[src/rtl/inst_fetch_pkg.sv]
// Shared definitions for the fetch stage and the decode stage that
// consumes its output.
//
// Contents:
//   RESET_PC, NOP_INSN   default reset PC and bubble encoding (addi x0,x0,0)
//   OPC_*                major opcodes already used by decode
//   FETCH/WAIT/HOLD      fetch FSM state encoding
//   if_id_t              packed view of one IF/ID register entry
package inst_fetch_pkg;

    localparam logic [31:0] RESET_PC = 32'h0000_0000;
    localparam logic [31:0] NOP_INSN = 32'h0000_0013;

    // Major opcodes (instruction bits [6:0]).
    localparam logic [6:0] OPC_LUI   = 7'b0110111;
    localparam logic [6:0] OPC_AUIPC = 7'b0010111;
    localparam logic [6:0] OPC_JAL   = 7'b1101111;
    localparam logic [6:0] OPC_JALR  = 7'b1100111;
    localparam logic [6:0] OPC_BCC   = 7'b1100011;
    localparam logic [6:0] OPC_LCC   = 7'b0000011;
    localparam logic [6:0] OPC_SCC   = 7'b0100011;
    localparam logic [6:0] OPC_MCC   = 7'b0010011;
    localparam logic [6:0] OPC_RCC   = 7'b0110011;
    // Multiply-accumulate lives in the custom-0 opcode space.
    localparam logic [6:0] OPC_MAC   = 7'b0001011;

    // Fetch FSM states.
    localparam logic [1:0] FETCH = 2'd0;
    localparam logic [1:0] WAIT  = 2'd1;
    localparam logic [1:0] HOLD  = 2'd2;

    typedef struct packed {
        logic [31:0] pc;
        logic [31:0] insn;
        logic        valid;
    } if_id_t;

endpackage

[src/rtl/inst_fetch_if_id_reg.sv]
// IF/ID pipeline register: holds the PC / instruction / valid triple seen
// by decode.
//
// Ports:
//   clk, reset            clock and synchronous active-high reset
//   flush                 squash the entry into a bubble (wins over load/stall)
//   load                  capture load_pc/load_insn as a valid entry
//   stall                 decode cannot accept; hold the current entry
//   load_pc, load_insn    entry to capture on load
//   pc, insn, valid       registered entry
module if_id_reg
    import inst_fetch_pkg::*;
#(
    parameter logic [31:0] NOP = NOP_INSN
) (
    input  logic        clk,
    input  logic        reset,
    input  logic        flush,
    input  logic        load,
    input  logic        stall,
    input  logic [31:0] load_pc,
    input  logic [31:0] load_insn,
    output logic [31:0] pc,
    output logic [31:0] insn,
    output logic        valid
);

    if_id_t entry;

    // A bubble keeps the old PC so decode always sees a stable PC_out;
    // only the instruction and valid bit are squashed.
    always_ff @(posedge clk) begin
        if (reset) begin
            entry.pc    <= 32'h0;
            entry.insn  <= NOP;
            entry.valid <= 1'b0;
        end else if (flush) begin
            entry.insn  <= NOP;
            entry.valid <= 1'b0;
        end else if (load) begin
            entry.pc    <= load_pc;
            entry.insn  <= load_insn;
            entry.valid <= 1'b1;
        end else if (!stall) begin
            entry.insn  <= NOP;
            entry.valid <= 1'b0;
        end
    end

    assign pc    = entry.pc;
    assign insn  = entry.insn;
    assign valid = entry.valid;

endmodule

[src/rtl/inst_fetch.sv]
// Instruction fetch stage. Keeps the architectural PC, issues one
// outstanding request at a time to instruction memory, applies redirects,
// honours decode stall and feeds the IF/ID register.
//
// Ports:
//   clk, reset                      clock, synchronous active-high reset
//   imem_req_valid/ready, imem_addr request channel (address = current PC)
//   imem_resp_valid, imem_resp_data response channel (valid-only)
//   redirect_in, redirect_pc        taken branch/jal/jalr from execute
//   stall_in                        decode cannot accept
//   PC_out, instruction_out,
//   valid_out                       IF/ID register contents
module inst_fetch
    import inst_fetch_pkg::*;
#(
    parameter logic [31:0] RESET_PC = inst_fetch_pkg::RESET_PC,
    parameter logic [31:0] NOP_INSN = inst_fetch_pkg::NOP_INSN
) (
    input  logic        clk,
    input  logic        reset,
    output logic        imem_req_valid,
    input  logic        imem_req_ready,
    output logic [31:0] imem_addr,
    input  logic        imem_resp_valid,
    input  logic [31:0] imem_resp_data,
    input  logic        redirect_in,
    input  logic [31:0] redirect_pc,
    input  logic        stall_in,
    output logic [31:0] PC_out,
    output logic [31:0] instruction_out,
    output logic        valid_out
);

    logic [1:0]  state;
    logic [31:0] pc;
    logic [31:0] req_pc;
    logic [31:0] buf_data;
    logic        drop;

    logic        req_fire;
    logic        load;
    logic [31:0] load_insn;
    logic [31:0] redirect_target;

    assign imem_req_valid  = (state == FETCH) && !redirect_in && !reset;
    assign imem_addr       = pc;
    assign req_fire        = imem_req_valid && imem_req_ready;
    assign redirect_target = redirect_pc & 32'hFFFF_FFFC;

    // IF/ID takes a new entry either straight from a response or from the
    // HOLD buffer, and never while a redirect is squashing the pipe.
    always_comb begin
        load      = 1'b0;
        load_insn = imem_resp_data;
        if (!redirect_in && !stall_in) begin
            if (state == WAIT && imem_resp_valid && !drop) begin
                load = 1'b1;
            end else if (state == HOLD) begin
                load      = 1'b1;
                load_insn = buf_data;
            end
        end
    end

    // A redirect while a request is still in flight cannot cancel it, so
    // drop marks the next response as stale and it is thrown away.
    always_ff @(posedge clk) begin
        if (reset) begin
            state    <= FETCH;
            pc       <= RESET_PC;
            req_pc   <= RESET_PC;
            buf_data <= NOP_INSN;
            drop     <= 1'b0;
        end else if (redirect_in) begin
            pc <= redirect_target;
            case (state)
                WAIT: begin
                    if (imem_resp_valid) begin
                        state <= FETCH;
                        drop  <= 1'b0;
                    end else begin
                        drop  <= 1'b1;
                    end
                end
                HOLD:    state <= FETCH;
                default: state <= FETCH;
            endcase
        end else begin
            case (state)
                FETCH: begin
                    if (req_fire) begin
                        req_pc <= pc;
                        state  <= WAIT;
                    end
                end
                WAIT: begin
                    if (imem_resp_valid) begin
                        if (drop) begin
                            drop  <= 1'b0;
                            state <= FETCH;
                        end else if (!stall_in) begin
                            pc    <= pc + 32'd4;
                            state <= FETCH;
                        end else begin
                            buf_data <= imem_resp_data;
                            state    <= HOLD;
                        end
                    end
                end
                HOLD: begin
                    if (!stall_in) begin
                        pc    <= pc + 32'd4;
                        state <= FETCH;
                    end
                end
                default: state <= FETCH;
            endcase
        end
    end

    if_id_reg #(
        .NOP (NOP_INSN)
    ) u_if_id (
        .clk       (clk),
        .reset     (reset),
        .flush     (redirect_in),
        .load      (load),
        .stall     (stall_in),
        .load_pc   (req_pc),
        .load_insn (load_insn),
        .pc        (PC_out),
        .insn      (instruction_out),
        .valid     (valid_out)
    );

endmodule

[config.mk]
export PLATFORM = sky130hd
export DESIGN_NAME = inst_fetch
export DESIGN_NICKNAME = d
export VERILOG_FILES = /design/src/rtl/inst_fetch_pkg.sv /design/src/rtl/inst_fetch_if_id_reg.sv /design/src/rtl/inst_fetch.sv
export SDC_FILE = /design/constraint.sdc
export NUM_CORES = 1
export LEC_CHECK = 0
export ABC_CLOCK_PERIOD_IN_PS = 2800
export BUFFER_PORTS_ARGS = -buffer_cell sky130_fd_sc_hd__buf_2
export CAP_MARGIN = 10
export CORE_MARGIN = 2
export CORE_UTILIZATION = 56
export CTS_BUF_LIST = sky130_fd_sc_hd__clkbuf_8
export DETAILED_ROUTE_END_ITERATION = 8
export PLACE_DENSITY = 0.95
export SKIP_CTS_REPAIR_TIMING = 1
export SLEW_MARGIN = 20
export SYNTH_ARGS = -nofsm -noshare
export SYNTH_HDL_FRONTEND = slang
export SYNTH_HIERARCHICAL = 1
export SYNTH_SLANG_ARGS = --single-unit
[constraint.sdc]
create_clock -name clk -period 2.8 [get_ports clk]
set_input_delay 0.56 -clock clk [delete_from_list [all_inputs] [get_ports clk]]
set_output_delay 0.56 -clock clk [all_outputs]
set_load 0.02 [all_outputs]
==> results.sh <==
export IMPL_grt_pass1_wl_um=30200
export IMPL_max_slew_margin_rel=0.441
export IMPL_avgSynthCellArea_sq_um=8.05
export IMPL_finalClockSkew_ps=11.6
export IMPL_synth_main_ff_cell="dfxtp_1"
export IMPL_period_needed_ps=2360
export IMPL_num_antenna_cells=0
export IMPL_pwr_share_seq=0.549
export IMPL_avgRoutedWirePerCell_um=16.3
export IMPL_core_sq_um=12100
export IMPL_cap_violations=0
export IMPL_die_h_um=116
export IMPL_viasPerCell=5.88
export IMPL_postRouteAntennaNets=0
export IMPL_grt_use_total=0.285
export IMPL_mostFrequentLayoutCell="nand2_1"
export IMPL_dpl_hpwl_um=13000
export IMPL_antenna_found_initial=1
export IMPL_final_hold_violation_count=0
export IMPL_share_comb_of_total_power=0.084
export IMPL_max_stage_delay_ps=730
export IMPL_cts_sinks=160
export IMPL_synth_edff_count=0
export IMPL_cp_depth=4
export IMPL_crit_chain="nand4_2, or4_4, or4_1, a311oi_1"
export IMPL_clk_pin_slew_ps=90
export IMPL_wl_um=19300
export IMPL_initial_core_util=0.581
export IMPL_setup_violations=0
export IMPL_worstHoldPathCells=3
export IMPL_vias=6968
export IMPL_finalMaxSlewViolations=0
export IMPL_grt_pass1_vias=6317
export IMPL_drtIter0Drc=800
export IMPL_crit_path_start_kind="flip-flop"
export IMPL_worstMarginPinSlew_ps=817
export IMPL_rsz0062_at_grt="no"
export IMPL_power_internal_w=0.00317
export IMPL_cts_root_buf="clkbuf_8"
export IMPL_ys_seq_area_frac=0.456
export IMPL_row_count=40
export IMPL_h_tree_depth=4
export IMPL_cts_path_max_buffers=2
export IMPL_total_power_w=0.00438
export IMPL_clock_insertion_delay_worst_skew_ps=470
export IMPL_critPathArrivalTime_ps=2740
export IMPL_drc_errors=0
export IMPL_gp_congestion=0.918
export IMPL_status="finished, final reports clean"
export IMPL_path_class="reg -> reg"
export IMPL_grt_overflow=0
export IMPL_timing_fmax_ghz=0.424
export IMPL_switching_share=0.275
export IMPL_nets=1076
export IMPL_mostFrequentLayoutCells="nand2_1, buf_2, dfxtp_1, a21oi_1, o21ai_0"
export IMPL_peakVddDrop_mv=0.384
export IMPL_io_pins=168
export IMPL_area_delta_synth_final_pct=18.0
export IMPL_synthCells=873
export IMPL_crit_path_top_delay_cell="or4_4"
export IMPL_portBuffers=163
export IMPL_synth_cell_type_count=51
export IMPL_clkPwrFrac=0.368
export IMPL_async_flop_share=0
export IMPL_die_w_um=116
export IMPL_worstRegToRegCells=4
export IMPL_netlist_area_sq_um=7030
export IMPL_setup_tns_ps=0
export IMPL_drive_gt1_frac=0.250
export IMPL_grt_max_degree=67
export IMPL_tritoncts="done"
export IMPL_cpLargestDelayFamily="simple AND/OR/NAND/NOR gates"
export IMPL_cp_required_ps=3180
export IMPL_cts_buffers=17
export IMPL_yosys_warnings=6
export IMPL_power_per_cell_area_nw_per_um2=528
export IMPL_leakagePower_nw=3.13
export IMPL_critPathMaxFanout=13
export IMPL_die_area_sq_um=13500
export IMPL_critPathCaptureType="flip-flop"
export IMPL_period_share=0.843
export IMPL_ys_ff_latch=160
export IMPL_switching_power_w=0.00121
export IMPL_cp_buffers_inverters=0
export IMPL_hold_path_class="in -> reg"
export IMPL_first_pass_iters=8
synthesized netlist by cell type, types with 10 or more instances:
cell        n  area, sq um
o21ai_0    40          200
a21oi_1    98          490
dfxtp_1   160         3200
nor3_1     10         50.1
a211oi_1   16          120
nand3_1    18         90.1
nand3b_1   31          233
nand4_1    14         87.6
clkbuf_1   49          184
nor2_1     24         90.1
mux2_2     32          360
nand2_1   239          897
buf_2      12         60.1
power by group through the flow:
stage          logic, W  clock network (W)  registers, W
3_3_place_gp   0.000351                  0       0.00245
5_1_grt        0.000398            0.00172       0.00241
3_5_place_dp   0.000361                  0       0.00245
4_1_cts        0.000363            0.00163       0.00240
2_1_floorplan  0.000187                  0       0.00246
6_report       0.000367            0.00161       0.00240
final timing paths:
check	slack [ps]	endpoint	startpoint
setup reg to reg	440	imem_addr[19]	imem_addr[4]
hold / removal	300	imem_addr[24]	redirect_pc[24]
setup / recovery	440	imem_addr[19]	imem_addr[4]
hold reg to reg	450	u_if_id/pc[12]	u_if_id/pc[12]
area by class of cell:
cell class | instances | area, sq um
tap | 168 | 210
clock buffer | 17 | 234
sequential | 160 | 3200
inverter | 9 | 33.8
fill | 961 | 3810
clock inverter | 15 | 138
timing repair buffer | 184 | 988
multi-input combinational | 633 | 3490
state kept, by name (all words and copies together), names as in the netlist:
name,cells
buf_data,32
u_if_id/insn,32
u_if_id/pc,32
imem_addr,30
req_pc,30
state,2
drop,1
u_if_id/valid,1
worst register-to-register path: stages, from the launching register on:
cell      delay (ps)
dfxtp_1          480
nand4_2          310
or4_4            730
or4_1            510
a311oi_1         250
cell families (layout without fill, tap and decap cells):
kind of cell | after synthesis | after routing | share of synthesized area
AOI/OAI and AO/OA | 194 | 194 | 0.163
xor gates and xnor gates | 9 | 9 | 0.0112
adders and majority gates | 1 | 1 | 0.00178
buffers and inverters | 83 | 225 | 0.0523
DFF | 160 | 160 | 0.456
muxes | 32 | 32 | 0.0512
other | 1 | 4 | 0.000533
and+or+nand+nor | 393 | 393 | 0.264
layer usage:
| layer | wire, um | vias up | share of wire | track usage |
|---|---|---|---|---|
| met3 | 1890 | 63 | 0.098 | 0.0936 |
| met1 | 7700 | 3229 | 0.40 | 0.351 |
| met5 | 7 | - | 0.00036 | 0 |
| met4 | 601 | 2 | 0.031 | 0.135 |
| li1 | - | 3299 | - | - |
| met2 | 9120 | 375 | 0.47 | 0.451 |
through the flow:
step	setup slack, ps	hold slack, ps	cells	cell area, sq um	utilization
floorplan	621	432	876	7040	-
global placement	367	438	1154	7920	0.654
detailed placement	488	443	1154	7930	0.655
CTS	491	282	1186	8300	0.685
global route	316	283	1186	8300	0.685
finish	441	302	1186	8300	0.685
(Power assumes the default switching activity.)
